--- config.mk ---
export PLATFORM = sky130hd
export DESIGN_NAME = spi_master_core_flat
export DESIGN_NICKNAME = d
export VERILOG_FILES = /design/src/rtl/spi_master_core_if.sv /design/src/rtl/spi_master_core.sv /design/src/flat_wrapper.sv
export SDC_FILE = /design/constraint.sdc
export NUM_CORES = 1
export LEC_CHECK = 0
export ABC_CLOCK_PERIOD_IN_PS = 6200
export BUFFER_PORTS_ARGS = -buffer_cell sky130_fd_sc_hd__buf_2
export CORE_UTILIZATION = 60
export CTS_CLUSTER_SIZE = 20
export DETAILED_ROUTE_END_ITERATION = 16
export GPL_TIMING_DRIVEN = 0
export PLACE_DENSITY = 0.84
export SLEW_MARGIN = 5
export SYNTH_ARGS = -nofsm -noshare
export SYNTH_HDL_FRONTEND = slang
export SYNTH_SLANG_ARGS = --single-unit
--- constraint.sdc ---
create_clock -name clk_in -period 6.2 [get_ports clk_in]
set_clock_uncertainty 0.15 [all_clocks]
set_input_delay 0.62 -clock clk_in [delete_from_list [all_inputs] [get_ports clk_in]]
set_output_delay 0.62 -clock clk_in [all_outputs]
set_load 0.02 [all_outputs]
--- src/rtl/spi_master_core_if.sv ---
// Host handshake and SPI pin bundle for spi_master_core.
// master: the SPI master core. slave: everything around it (host FSM and SPI device).
interface spi_master_core_if;
  logic [4:0]  nbits;
  logic [31:0] mosi_data;
  logic        request;
  logic        ready;
  logic [31:0] miso_data;
  logic        spi_cen;
  logic        spi_scl;
  logic        spi_sdi;
  logic        spi_sdo;

  modport master (
    input  nbits, mosi_data, request, spi_sdo,
    output ready, miso_data, spi_cen, spi_scl, spi_sdi
  );

  modport slave (
    output nbits, mosi_data, request, spi_sdo,
    input  ready, miso_data, spi_cen, spi_scl, spi_sdi
  );
endinterface

--- src/rtl/spi_master_core.sv ---
// SPI master, mode 3 (CPOL=1, CPHA=1), MSB first, 1..32 bit frames.
// Every output is a flop; the comb processes only compute next values.
module spi_master_core #(
  parameter int CLK_DIV = 1
) (
  input  logic            clk_in,
  input  logic            reset,
  spi_master_core_if.master bus
);
  localparam int DW = (CLK_DIV > 1) ? $clog2(CLK_DIV) : 1;

  typedef enum logic [1:0] {S_IDLE, S_SHIFT, S_END} state_t;

  state_t        state_q, state_d;
  logic [DW-1:0] div_q, div_d;
  logic [4:0]    cnt_q, cnt_d;
  logic [31:0]   tx_q, tx_d;
  logic [31:0]   rx_q, rx_d;
  logic [31:0]   miso_q, miso_d;
  logic          ready_q, ready_d;
  logic          cen_q, cen_d;
  logic          scl_q, scl_d;
  logic          sdi_q, sdi_d;
  logic          tick;
  logic          accept;

  // One SCL half-period elapses each time the divider wraps.
  assign tick   = (div_q == DW'(CLK_DIV - 1));
  assign accept = (state_q == S_IDLE) && bus.request;

  // State register.
  always_ff @(posedge clk_in or posedge reset) begin
    if (reset) state_q <= S_IDLE;
    else       state_q <= state_d;
  end

  // Next-state: a frame ends on the rising SCL edge of bit 0, then one more half-period of CEN low.
  always_comb begin
    state_d = state_q;
    case (state_q)
      S_IDLE:  if (bus.request) state_d = S_SHIFT;
      S_SHIFT: if (tick && !scl_q && cnt_q == 5'd0) state_d = S_END;
      S_END:   if (tick) state_d = S_IDLE;
      default: state_d = S_IDLE;
    endcase
  end

  // Output/datapath next values: data changes on falling SCL, sampled on rising SCL.
  always_comb begin
    div_d   = div_q;
    cnt_d   = cnt_q;
    tx_d    = tx_q;
    rx_d    = rx_q;
    miso_d  = miso_q;
    ready_d = ready_q;
    cen_d   = cen_q;
    scl_d   = scl_q;
    sdi_d   = sdi_q;
    case (state_q)
      S_IDLE: begin
        div_d = '0;
        if (accept) begin
          cnt_d   = bus.nbits;
          tx_d    = bus.mosi_data;
          rx_d    = '0;
          ready_d = 1'b0;
          cen_d   = 1'b0;
          scl_d   = 1'b1;
          sdi_d   = bus.mosi_data[bus.nbits];
        end
      end
      S_SHIFT: begin
        div_d = tick ? '0 : div_q + DW'(1);
        if (tick) begin
          if (scl_q) begin
            scl_d = 1'b0;
            sdi_d = tx_q[cnt_q];
          end else begin
            scl_d = 1'b1;
            rx_d  = {rx_q[30:0], bus.spi_sdo};
            if (cnt_q != 5'd0) cnt_d = cnt_q - 5'd1;
          end
        end
      end
      S_END: begin
        div_d = tick ? '0 : div_q + DW'(1);
        if (tick) begin
          cen_d   = 1'b1;
          ready_d = 1'b1;
          miso_d  = rx_q;
        end
      end
      default: ;
    endcase
  end

  // Datapath and pin registers; reset aborts any frame in flight.
  always_ff @(posedge clk_in or posedge reset) begin
    if (reset) begin
      div_q   <= '0;
      cnt_q   <= '0;
      tx_q    <= '0;
      rx_q    <= '0;
      miso_q  <= '0;
      ready_q <= 1'b1;
      cen_q   <= 1'b1;
      scl_q   <= 1'b1;
      sdi_q   <= 1'b0;
    end else begin
      div_q   <= div_d;
      cnt_q   <= cnt_d;
      tx_q    <= tx_d;
      rx_q    <= rx_d;
      miso_q  <= miso_d;
      ready_q <= ready_d;
      cen_q   <= cen_d;
      scl_q   <= scl_d;
      sdi_q   <= sdi_d;
    end
  end

  assign bus.ready     = ready_q;
  assign bus.miso_data = miso_q;
  assign bus.spi_cen   = cen_q;
  assign bus.spi_scl   = scl_q;
  assign bus.spi_sdi   = sdi_q;
endmodule

--- src/flat_wrapper.sv ---
// flat-port wrapper written by rule: the top's interface ports become plain ports
module spi_master_core_flat 
#(
  parameter int CLK_DIV = 1
)
  (clk_in, reset, bus_nbits, bus_mosi_data, bus_request, bus_spi_sdo, bus_ready, bus_miso_data, bus_spi_cen, bus_spi_scl, bus_spi_sdi);
  spi_master_core_if bus_i ();
  input  logic clk_in;
  input  logic reset;
  input wire logic [$bits(bus_i.nbits)-1:0] bus_nbits;
  input wire logic [$bits(bus_i.mosi_data)-1:0] bus_mosi_data;
  input wire logic [$bits(bus_i.request)-1:0] bus_request;
  input wire logic [$bits(bus_i.spi_sdo)-1:0] bus_spi_sdo;
  output wire logic [$bits(bus_i.ready)-1:0] bus_ready;
  output wire logic [$bits(bus_i.miso_data)-1:0] bus_miso_data;
  output wire logic [$bits(bus_i.spi_cen)-1:0] bus_spi_cen;
  output wire logic [$bits(bus_i.spi_scl)-1:0] bus_spi_scl;
  output wire logic [$bits(bus_i.spi_sdi)-1:0] bus_spi_sdi;
  assign bus_i.nbits = bus_nbits;
  assign bus_i.mosi_data = bus_mosi_data;
  assign bus_i.request = bus_request;
  assign bus_i.spi_sdo = bus_spi_sdo;
  assign bus_ready = bus_i.ready;
  assign bus_miso_data = bus_i.miso_data;
  assign bus_spi_cen = bus_i.spi_cen;
  assign bus_spi_scl = bus_i.spi_scl;
  assign bus_spi_sdi = bus_i.spi_sdi;
  spi_master_core #(.CLK_DIV(CLK_DIV)) u_core (.clk_in(clk_in), .reset(reset), .bus(bus_i));
endmodule
# ---- Yosys cells after proc, flatten, opt, wreduce, memory -nomap -nowiden
# Index checks and enable logic that the tools add are counted.
dict set report word_totals {
  reg_bits 107
  in_bits 41
  out_inout_bits 36
}
dict set report classes {
  add_sub_neg 2
  magnitude_cmp 2
  n_eq_ne 10
  n_mux 30
  bitwise 1
  n_reduce_logical 19
}
# op count
set op_table {}
lappend op_table {{$mux W32} 3}
lappend op_table {{$pmux W32 S2} 1}
lappend op_table {{$mux W5} 4}
lappend op_table {{$lt A5 B6 Y1 const B} 2}
lappend op_table {{$mux W1} 11}
lappend op_table {{$bmux W1 S5} 2}
lappend op_table {{$pmux W5 S2} 1}
lappend op_table {{$reduce_and A3 Y1} 3}
lappend op_table {{$ne A2 B1 Y1 const B} 4}
lappend op_table {{$ne A2 B2 Y1 const B} 4}
lappend op_table {{$pmux W1 S2} 4}
lappend op_table {{$reduce_and A4 Y1} 2}
lappend op_table {{$mux W2} 3}
lappend op_table {{$pmux W2 S3} 1}
lappend op_table {{$reduce_bool A2 Y1} 3}
lappend op_table {{$logic_not A5 Y1} 1}
lappend op_table {{$reduce_and A5 Y1} 1}
lappend op_table {{$reduce_bool A5 Y1} 1}
lappend op_table {{$sub A5 B1 Y5 const B} 1}
lappend op_table {{$reduce_and A2 Y1} 2}
lappend op_table {{$logic_and A1 B1 Y1} 3}
lappend op_table {{$eq A2 B1 Y1 const B} 1}
lappend op_table {{$eq A2 B2 Y1 const B} 1}
lappend op_table {{$logic_not A2 Y1} 1}
lappend op_table {{other kinds (4)} 4}

# ---- Longest topological paths before layout
# Gate-level depths: netlist (run 1).
dict set report depth {
  depth_word 5
  mapped_depth 8
}

# ---- Worst setup path before layout (run 1)
# OpenSTA, ideal clock, no wires.
dict set report synth_path {
  path_kind {input to register}
  start {in bus_nbits[0]}
  end {reg u_core.sdi_q, in the netlist u_core.bus.spi_sdi}
  setup_time_ps 135
  t_arrival_ps 1754
  setup_slack_ps 4162
  path_stages 6
  path_buffers 1
  cell_sequence {buf_6 > mux4_1 > mux2i_1 > mux2i_1 > a32oi_1 > a32oi_1}
}
dict set report synth_via {
  elab_chain_len 4
}
# item line
set synth_rtl {}
lappend synth_rtl {{start: declaration} flat_wrapper.sv:10} ;# input wire logic [$bits(bus_i.nbits)-1:0] bus_nbits;
lappend synth_rtl {{$bmux W1 S5} spi_master_core.sv:69} ;# sdi_d = bus.mosi_data[bus.nbits];
lappend synth_rtl {{$mux W1 (implied by the code)} spi_master_core.sv:69}
lappend synth_rtl {{$mux W1} spi_master_core.sv:62} ;# if (accept) begin
lappend synth_rtl {{$pmux W1 S2} spi_master_core.sv:59} ;# case (state_q)
lappend synth_rtl {{end signal: assignment} spi_master_core.sv:118} ;# sdi_q <= sdi_d;
lappend synth_rtl {{end: declaration} spi_master_core.sv:23} ;# logic sdi_q, sdi_d;
# Every way passes these cells. The select of a mux whose other input is x is not followed.
# A chain may end at the register's enable or synchronous reset.

# ---- Worst setup path after layout (run 1)
dict set report layout_path {
  start {reg u_core.cnt_q[0]}
  end {reg u_core.cnt_q[0]}
}
dict set report layout_via {
  elab_chain_len 5
  word_cells_on_any_way 8
}
# item line
set layout_rtl {}
lappend layout_rtl {{start: declaration} spi_master_core.sv:16} ;# logic [4:0] cnt_q, cnt_d;
lappend layout_rtl {{start signal: assignment} spi_master_core.sv:111} ;# cnt_q <= cnt_d;
lappend layout_rtl {{$sub A5 B1 Y5} spi_master_core.sv:81} ;# if (cnt_q != 5'd0) cnt_d = cnt_q - 5'd1;
lappend layout_rtl {{$mux W5} spi_master_core.sv:81}
lappend layout_rtl {{$mux W5} spi_master_core.sv:75} ;# if (scl_q) begin
lappend layout_rtl {{$mux W5} spi_master_core.sv:74} ;# if (tick) begin
lappend layout_rtl {{$pmux W5 S2} spi_master_core.sv:59}
# Several ways; a longest one is shown, not always the timed one. The select of a mux whose other input is x is not followed.

==> flow_metrics.env, run 1 <==
export IMPL_status="completed"
export IMPL_power_density_nw_per_um2=424.2
export IMPL_numCtsBuffers=9
export IMPL_min_path_type="input pin to async pin"
export IMPL_drive_gt1_share_pct=38.20
export IMPL_grtUsageMet3_pct=4.461
export IMPL_met2_usage_pct=41.41
export IMPL_cts_clk_slew_worst_paths_ns=0.11
export IMPL_dp_hpwl_um=6520
export IMPL_cp_cell_sequence="clkbuf_8 -> inv_1 -> ha_1 -> nand2b_1 -> or3_1 -> o21ai_2 -> or3_1 -> o21ai_0"
export IMPL_finalSetupTns_ns=0
export IMPL_critPathRequiredTime_ns=6.31
export IMPL_endpoint_kind="flip-flop"
export IMPL_yosysWarnings=0
export IMPL_nets=503
export IMPL_crit_path_frequent_cell="or3_1"
export IMPL_synth_edf_count=0
export IMPL_root_buffer="clkbuf_8"
export IMPL_gp_congestion=0.8783
export IMPL_die_h_um=90.75
export IMPL_fin_util_pct=73.39
export IMPL_max_cap_viol_count=0
export IMPL_start_kind="flip-flop"
export IMPL_clk_latency_ns=0.38
export IMPL_max_slew_margin_pct=62.16
export IMPL_path_class="flip-flop to flip-flop"
export IMPL_viasPerCell=5.641
export IMPL_initial_core_util_pct=63.46
export IMPL_antenna_left=0
export IMPL_cts_path_max_buffers=2
export IMPL_grt_use_total_pct=24.57
export IMPL_synth_fp_nets=416
export IMPL_synth_xor_area_share_pct=0
export IMPL_setup_viol=0
export IMPL_syn_area_um2=4726
export IMPL_cpMaxStageDelayCell="dfrtp_1"
export IMPL_dp_slack_ns=3.814
export IMPL_vias=3187
export IMPL_gr_total_overflow=0
export IMPL_fin_area_um2=5465
export IMPL_maxSlewViolCount=0
export IMPL_grt_pass1_wl_um=15710
export IMPL_vdd_drop_max_uv=226.2
export IMPL_cts_resized=0
export IMPL_clkSinkCount=106
export IMPL_grt_pass1_vias=3307
export IMPL_async_flop_share_pct=100.0
export IMPL_cts_tree="done"
export IMPL_synth_cells=374
export IMPL_synth_top_area_share_pct=55.07
export IMPL_antenna_cells=0
export IMPL_post_cts_buffers=0
export IMPL_synthTopCellsByArea="dfrtp_1 (55%), mux2_2 (15%), mux4_1 (6.7%)"
export IMPL_max_freq_mhz=477.0
export IMPL_power_mw=2.318
export IMPL_die_area_um2=8236
export IMPL_drt_total_wl_um=9299
export IMPL_core_rowCount=31
export IMPL_first_pass_iters=4
export IMPL_cts_htree_levels=3
export IMPL_ys_ff_latch=106
export IMPL_synth_cell_type_count=37
export IMPL_setup_slack_ns=4.103
export IMPL_seq_area_frac_synth_pct=56.18
export IMPL_rsz0062_at_grt="no"
export IMPL_synthSimpleGateAreaFrac_pct=11.33
export IMPL_grt_max_degree=74
export IMPL_dominantRegCellSynth="dfrtp_1"
export IMPL_cpPeakStageDelay_ns=0.42
export IMPL_cts_hold_buf=0
export IMPL_synth_compound_area_share_pct=3.336
export IMPL_drtIter0Drc=111
export IMPL_synth_top_family_by_area="multiplexers"
export IMPL_placed_area_um2=5255
export IMPL_syn_to_final_growth_pct=15.65
export IMPL_min_period_over_period_pct=33.82
export IMPL_fp_dieW_um=90.75
export IMPL_fin_crit_ns=2.097
export IMPL_worst_pin_slew_ns=0.5532
export IMPL_antenna_found_initial=0
export IMPL_synthAdderAreaFrac_pct=0.2648
export IMPL_synth_area_leader_cell="dfrtp_1"
export IMPL_grt_busiest_layer="met2"
export IMPL_muxShareOfSynthArea_pct=25.47
export IMPL_worst_ep_arrival_time_ns=2.21
export IMPL_port_buffers=75
export IMPL_wl_per_cell_um=16.46
export IMPL_grt_use_met1_pct=30.55
export IMPL_ios=77
export IMPL_final_hold_viol_count=0
export IMPL_reg2reg_depth=8
export IMPL_leakagePower_nw=2.805
export IMPL_crit_fanout=10
export IMPL_core_area_um2=7447
export IMPL_drcViolationCount=0
export IMPL_synth_area_per_cell_um2=12.64
==> through the flow <==
stage          instances  hold WS, ns
6_report             565       0.1005
3_5_place_dp         549       0.3136
5_1_grt              565       0.1253
4_1_cts              565       0.1078
2_1_floorplan        374       0.2831
3_3_place_gp         548       0.2996
==> report_power, final <==
part | switching, mW | internal, mW | leakage (nW)
combinational | 0.433 | 0.375 | 1.33
sequential | 0.137 | 0.918 | 1.37
clock | 0.259 | 0.195 | 0.104
==> cell families (layout without fill, tap and decap cells) <==
| kind of cell | count (synthesis) | after routing |
|---|---|---|
| AOI/OAI and AO/OA | 23 | 23 |
| DFF | 106 | 106 |
| and+or+nand+nor | 122 | 122 |
| muxes | 89 | 89 |
| adders and majority gates | 1 | 1 |
| buffers and inverters | 33 | 125 |
==> cell usage after synthesis (3+ instances only) <==
cell type and number:
dfrtp_1 104, nand2_1 68, mux2_2 64, nand3_1 32, mux4_1 12, buf_2 10
mux2i_1 10, clkbuf_1 9, inv_1 7, nor2_1 6, a21oi_1 5, o21ai_0 5
buf_1 3, mux4_2 3, nand2b_1 3, nor2b_1 3, nor3_1 3, or3_1 3
==> registers in the layout, summed over array words and instances (netlist names) <==
| register | cells |
|---|---|
| u_core.rx_q | 32 |
| u_core.bus.spi_scl | 1 |
| u_core.cnt_q | 5 |
| u_core.bus.spi_sdi | 1 |
| u_core.tx_q | 32 |
| u_core.bus.ready | 1 |
| u_core.bus.miso_data | 32 |
| u_core.state_q | 2 |
==> cells in the final DEF, fill, tap and decap left out, drive strengths merged, types with 2 or more instances in the layout <==
| cell type | count |
|---|---|
| mux2 | 64 |
| clkinv | 2 |
| mux4 | 15 |
| nor2b | 3 |
| nor3 | 3 |
| o21ai | 6 |
| nor2 | 6 |
| a32oi | 2 |
| dfrtp | 104 |
| a21oi | 5 |
| or3 | 3 |
| nand2 | 68 |
| clkbuf | 19 |
| a211oi | 2 |
| dfstp | 2 |
| nand2b | 3 |
| and2 | 2 |
| nand3 | 32 |
| buf | 92 |
| inv | 10 |
| mux2i | 10 |
==> worst max-delay path, delay by kind of cell (launching register included) <==
| family | cells | cell delay, ns |
|---|---|---|
| and+or+nand+nor | 3 | 0.63 |
| adders and majority gates | 1 | 0.16 |
| buffers and inverters | 2 | 0.27 |
| DFF | 1 | 0.42 |
| AOI/OAI and AO/OA | 2 | 0.35 |
==> layer usage <==
metal | wire length, um | part of all wire, %
met1 | 4005 | 43
met2 | 4640 | 50
met3 | 450 | 4.8
met4 | 203 | 2.2
met5 | 0 | 0
==> layout make-up <==
cell class | instances | area (um2)
clock inverter | 7 | 86.33
timing repair buffer | 76 | 402.9
inverter | 7 | 28.78
multi-input combinational | 235 | 1909
clock buffer | 9 | 123.9
tap | 99 | 123.9
buffer | 26 | 135.1
fill | 548 | 1982
sequential | 106 | 2655
==> path summary, 6_finish.rpt <==
path                            startpoint            endpoint  slack [ns]
hold / removal                       reset     u_core.tx_q[15]        0.10
max in group asynchronous            reset  u_core.bus.spi_scl        5.09
setup reg to reg           u_core.cnt_q[0]     u_core.cnt_q[0]        4.10
setup / recovery           u_core.cnt_q[0]     u_core.cnt_q[0]        4.10
min in group clk_in            bus_spi_sdo      u_core.rx_q[0]        0.32
hold reg to reg            u_core.rx_q[31]     u_core.rx_q[31]        0.34
No activity file was read; power rests on OpenSTA's default activity.
==> inputs of run 2 (changes only) <==
Settings changed: ABC_CLOCK_PERIOD_IN_PS 6200 to 2100, CORE_UTILIZATION 60 to 56, PLACE_DENSITY 0.84 to 0.79.
Clock period 6.2 ns to 2.1 ns, I/O delays scaled along.
==> run 2 against run 1 <==
Effect of this change: first-iteration DRC count grew 30%; hold slack lost 0.021 ns; combinational power grew to 3.1 times the previous value; sequential cell count is the same; sequential share of layout area shrank 3.4 points; register-to-register slack lost 4.0 ns; utilization shrank 1.5 points; die area grew 7.0%; total power grew to 3.0 times the previous value; critical path type unchanged; critical endpoint is now u_core.bus.spi_sdi; highest routed layer unchanged.
==> flow_metrics.env, run 2 (synthesis results as in run 1) <==
export IMPL_fin_crit_ns=2.012
export IMPL_min_period_over_period_pct=95.79
export IMPL_die_area_um2=8811
export IMPL_fp_dieW_um=93.87
export IMPL_finalNonFillerCells=609
export IMPL_final_cell_mix="dfrtp_1 (104), buf_2 (85), nand2_1 (68), mux2_2 (64), dlygate4sd3_1 (35)"
export IMPL_start_kind="flip-flop"
export IMPL_antenna_found_initial=0
export IMPL_drcViolationCount=0
export IMPL_grt_pass1_wl_um=16150
export IMPL_first_pass_iters=6
export IMPL_clk_latency_ns=0.38
export IMPL_fin_util_pct=71.85
export IMPL_drtIter0Drc=144
export IMPL_fin_area_um2=5874
export IMPL_endpoint_kind="flip-flop"
export IMPL_antenna_left=0
export IMPL_min_path_type="input pin to flip-flop"
export IMPL_regArea_um2=2655
export IMPL_gr_total_overflow=0
export IMPL_power_density_nw_per_um2=1171
export IMPL_core_area_um2=8175
export IMPL_worst_ep_arrival_time_ns=2.11
export IMPL_syn_to_final_growth_pct=24.30
export IMPL_final_common_cell="dfrtp_1"
export IMPL_crit_fanout=2
export IMPL_max_cap_viol_count=0
export IMPL_critPathRequiredTime_ns=2.20
export IMPL_cts_htree_levels=3
export IMPL_top_layer="met4"
export IMPL_initial_core_util_pct=57.81
export IMPL_max_freq_mhz=497.1
export IMPL_clkSinkCount=106
export IMPL_drt_total_wl_um=9680
export IMPL_viasPerCell=5.512
export IMPL_antenna_cells=0
export IMPL_numCtsBuffers=9
export IMPL_power_mw=6.880
export IMPL_ios=77
export IMPL_leakagePower_nw=2.977
export IMPL_final_hold_viol_count=0
export IMPL_wl_met1_um=4167
export IMPL_vias=3357
export IMPL_multiInputGateArea_um2=1924
export IMPL_root_buffer="clkbuf_8"
export IMPL_cts_clk_slew_worst_paths_ns=0.11
export IMPL_dp_hpwl_um=6756
export IMPL_grt_use_total_pct=24.32
export IMPL_core_rowCount=33
export IMPL_setup_viol=0
export IMPL_drive_gt1_share_pct=36.71
export IMPL_nets=541
export IMPL_dp_cells=557
export IMPL_worst_pin_slew_ns=0.5938
export IMPL_status="completed"
export IMPL_grt_max_degree=42
export IMPL_path_class="flip-flop to flip-flop"
export IMPL_cts_tree="done"
export IMPL_finalSetupTns_ns=0
export IMPL_gp_congestion=0.8822
export IMPL_maxSlewViolCount=0
export IMPL_die_h_um=93.87
export IMPL_grt_pass1_vias=3442
export IMPL_met2_length_um=4906
export IMPL_met3WireLength_um=441
export IMPL_max_slew_margin_pct=60.41
export IMPL_port_buffers=75
export IMPL_wl_per_cell_um=15.89
export IMPL_vdd_drop_max_uv=663.6
export IMPL_placed_area_um2=5296
export IMPL_cts_path_max_buffers=2
export IMPL_nFillCells=567
-- run 2: cell types whose count changed in the layout (fill, tap and decap cells not counted), moves of 2 or more --
cell,previous run,this run
clkbuf_2,0,2
clkinv_8,0,2
buf_12,0,3
clkbuf_1,9,7
inv_6,1,4
clkinv_4,2,0
dlygate4sd3_1,0,35
-- run 2: stage by stage --
stage	worst slack (ns)	hold slack, ns
5_1_grt	-0.007832	0.1181
6_report	0.08848	0.07984
3_5_place_dp	0.02869	0.07702
2_1_floorplan	0.2297	0.1927
4_1_cts	0.04739	0.05763
3_3_place_gp	-0.1867	0.2925
-- run 2: worst paths after layout --
path	start	endpoint	slack (ns)	depth (start not counted)
worst max-delay path	u_core.cnt_q[0]	u_core.bus.spi_sdi	0.09	6
worst max register to register	u_core.cnt_q[0]	u_core.bus.spi_sdi	0.09	6
worst min register to register	u_core.rx_q[31]	u_core.rx_q[31]	0.33	2
worst min-delay path	bus_nbits[2]	u_core.cnt_q[2]	0.08	3
min in group asynchronous	reset	u_core.tx_q[26]	0.22	3
max in group asynchronous	reset	u_core.rx_q[3]	0.94	5
-- run 2: power by group --
group	switching (mW)	total (mW)	internal, mW	leakage [nW]
combinational	1.31	2.51	1.19	1.50
sequential	0.402	3.11	2.71	1.37
clock	0.784	1.26	0.477	0.103
-- run 2: worst max-delay path: stages (launching register included) --
cell      delay, ns
dfrtp_1        0.38
buf_4          0.12
mux4_1         0.57
and2_1         0.18
a211oi_1       0.23
a2111o_1       0.15
a32oi_1        0.10
-- run 2: routing by layer --
| metal | vias up | global-route usage [%] |
|---|---|---|
| met1 | 1665 | 30.40 |
| li1 | 1578 | - |
| met3 | 14 | 4.126 |
| met4 | 0 | 9.615 |
| met2 | 100 | 42.09 |
| met5 | - | 0 |
-- run 2: final cells by class --
| type | count | share of cell area, % |
|---|---|---|
| plain buffers | 26 | 2.343 |
| clock inverters | 7 | 1.342 |
| inverters | 7 | 0.5112 |
| well taps | 105 | 2.236 |
| repair buffers | 114 | 13.50 |
| clock buffers | 9 | 2.109 |
| flip-flops and latches | 106 | 45.20 |
| multi-input cells | 235 | 32.76 |
-- run 2: timing repair --
item                                   4_1_cts  5_1_grt
setup endpoints to repair                    1       14
hold buffers                                35        0
pin swaps                                    0        1
gates resized for setup                      1        7
setup buffers                                0        1
endpoints found under the hold margin       71        0
==> inputs of run 3 (changes only) <==
Settings changed: ABC_CLOCK_PERIOD_IN_PS 2100 to 1900.
Clock period 2.1 ns to 1.9 ns, I/O delays scaled along.
==> run 3 against run 2 <==
Effect of this change: the run now ends with setup timing left; utilization increased by 1.5 points; sequential cell count unchanged; clock power increased by 11%; design area increased by 2.0%; register-to-register slack got worse by 0.15 ns; count of clock-buffer cells in the layout unchanged; combinational power increased by 23%; wire length increased by 4.5%; non-clock buffer count increased by 10; total power increased by 16%; global-route usage increased by 0.81 points; critical path type unchanged; critical endpoint is now u_core.cnt_q[0]; largest power group unchanged.
==> flow_metrics.env, run 3 (synthesis results as in run 1) <==
export IMPL_power_density_nw_per_um2=1329
export IMPL_drive_gt1_share_pct=41.63
export IMPL_antenna_left=0
export IMPL_path_class="flip-flop to flip-flop"
export IMPL_clk_latency_ns=0.38
export IMPL_finalSetupTns_ns=-0.2116
export IMPL_vdd_drop_max_uv=730.0
export IMPL_drt_total_wl_um=10110
export IMPL_ios=77
export IMPL_core_rowCount=33
export IMPL_worst_ep_arrival_time_ns=2.09
export IMPL_min_period_over_period_pct=103.4
export IMPL_root_buffer="clkbuf_8"
export IMPL_final_hold_viol_count=0
export IMPL_dp_hpwl_um=6756
export IMPL_nFillCells=541
export IMPL_grt_use_total_pct=25.13
export IMPL_first_pass_iters=6
export IMPL_cts_htree_levels=3
export IMPL_leakagePower_nw=3.019
export IMPL_max_cap_viol_count=0
export IMPL_placed_area_um2=5296
export IMPL_wl_met1_um=4385
export IMPL_fin_area_um2=5995
export IMPL_rsz0062_at_grt="yes"
export IMPL_endpoint_kind="flip-flop"
export IMPL_drcViolationCount=0
export IMPL_gr_total_overflow=0
export IMPL_switching_share_pct=36.59
export IMPL_pwr_share_comb_pct=38.6
export IMPL_grt_pass1_vias=3550
export IMPL_top_layer="met4"
export IMPL_start_kind="flip-flop"
export IMPL_violations="setup timing"
export IMPL_final_cell_mix="dfrtp_1 (103), buf_2 (86), nand2_1 (68), mux2_2 (64), dlygate4sd3_1 (35)"
export IMPL_grt_max_degree=42
export IMPL_cts_path_max_buffers=2
export IMPL_status="complete, but fails checks"
export IMPL_gp_congestion=0.8822
export IMPL_core_area_um2=8175
export IMPL_max_freq_mhz=509.1
export IMPL_switchingPower_mw=2.914
export IMPL_max_slew_margin_pct=59.34
export IMPL_clockPowerShare_pct=17.6
export IMPL_antenna_cells=0
export IMPL_syn_to_final_growth_pct=26.85
export IMPL_cts_tree="done"
export IMPL_worst_pin_slew_ns=0.6100
export IMPL_dp_slack_ns=-0.1713
export IMPL_min_path_type="input pin to flip-flop"
export IMPL_fin_crit_ns=1.964
export IMPL_antenna_found_initial=0
export IMPL_regArea_um2=2656
export IMPL_numCtsBuffers=9
export IMPL_met3WireLength_um=386
export IMPL_power_internal_mw=5.050
export IMPL_nets=551
export IMPL_fp_dieW_um=93.87
export IMPL_grt_pass1_wl_um=16670
export IMPL_critPathRequiredTime_ns=2.03
export IMPL_cts_clk_slew_worst_paths_ns=0.11
export IMPL_power_mw=7.964
export IMPL_viasPerCell=5.553
export IMPL_met2_length_um=5064
export IMPL_vias=3437
export IMPL_port_buffers=75
export IMPL_drtIter0Drc=131
export IMPL_wl_per_cell_um=16.33
export IMPL_setup_viol=5
export IMPL_die_h_um=93.87
export IMPL_clkSinkCount=106
export IMPL_die_area_um2=8811
export IMPL_crit_fanout=8
export IMPL_multiInputGateArea_um2=1946
export IMPL_initial_core_util_pct=57.81
export IMPL_setup_slack_ns=-0.06444
export IMPL_final_common_cell="dfrtp_1"
export IMPL_seqPwrFrac_pct=43.8
export IMPL_maxSlewViolCount=0
## run 3: changes by cell type in the layout (fill, tap and decap cells not counted), sizes merged
cell	before	now
buf	95	105
## run 3: layout make-up
| type | instances | area share (%) |
|---|---|---|
| Inverter | 7 | 0.5427 |
| Clock inverter | 7 | 1.315 |
| Sequential cell | 106 | 44.31 |
| Tap cell | 105 | 2.192 |
| Clock buffer | 9 | 2.066 |
| Multi-Input combinational cell | 235 | 32.46 |
| Buffer | 26 | 2.442 |
| Timing Repair Buffer | 124 | 14.67 |
## run 3: repair_timing
action,CTS,global route
setup buffers,6,4
gates resized for setup,22,15
hold buffers,35,0
endpoints found under the setup margin,26,35
hold endpoints to repair,111,0
cloned,1,0
pin swaps,5,8
## run 3: metal layers
layer	up-vias	global-route usage [%]
met5	-	0
met3	25	4.126
met2	95	43.43
met1	1727	31.10
li1	1590	-
met4	0	11.03
## run 3: stage by stage
step / cells / utilization (%) / hold slack [ns]
4_1_cts: 615 / 72.82 / 0.03763
2_1_floorplan: 374 / - / 0.1727
3_3_place_gp: 554 / 64.05 / 0.2725
3_5_place_dp: 557 / 64.78 / 0.05702
6_report: 619 / 73.32 / 0.06594
5_1_grt: 619 / 73.32 / 0.06067
## run 3: worst paths after layout
| kind | startpoint | end | slack (ns) | cells past startpoint |
|---|---|---|---|---|
| max in group asynchronous | reset | u_core.rx_q[3] | 0.76 | 5 |
| max reg2reg | u_core.cnt_q[0] | u_core.cnt_q[0] | -0.06 | 8 |
| max | u_core.cnt_q[0] | u_core.cnt_q[0] | -0.06 | 8 |
| min reg2reg | u_core.rx_q[31] | u_core.rx_q[31] | 0.34 | 2 |
| min in group asynchronous | reset | u_core.tx_q[26] | 0.20 | 3 |
| min | bus_nbits[2] | u_core.cnt_q[2] | 0.07 | 3 |
## run 3: critical path, stage by stage (launching register included)
cell	delay, ns
dfrtp_2	0.48
buf_8	0.16
inv_4	0.06
ha_4	0.15
nand2b_4	0.05
or3_4	0.34
o21ai_4	0.26
or3_1	0.16
o21ai_1	0.05
## run 3: power groups by stage
stage,sequential [mW],clock [mW],combinational (mW)
5_1_grt,3.57,1.51,3.37
4_1_cts,3.46,1.43,2.97
2_1_floorplan,3.48,0,1.90
3_5_place_dp,3.49,0,2.65
6_report,3.49,1.40,3.08
3_3_place_gp,3.44,0,2.54
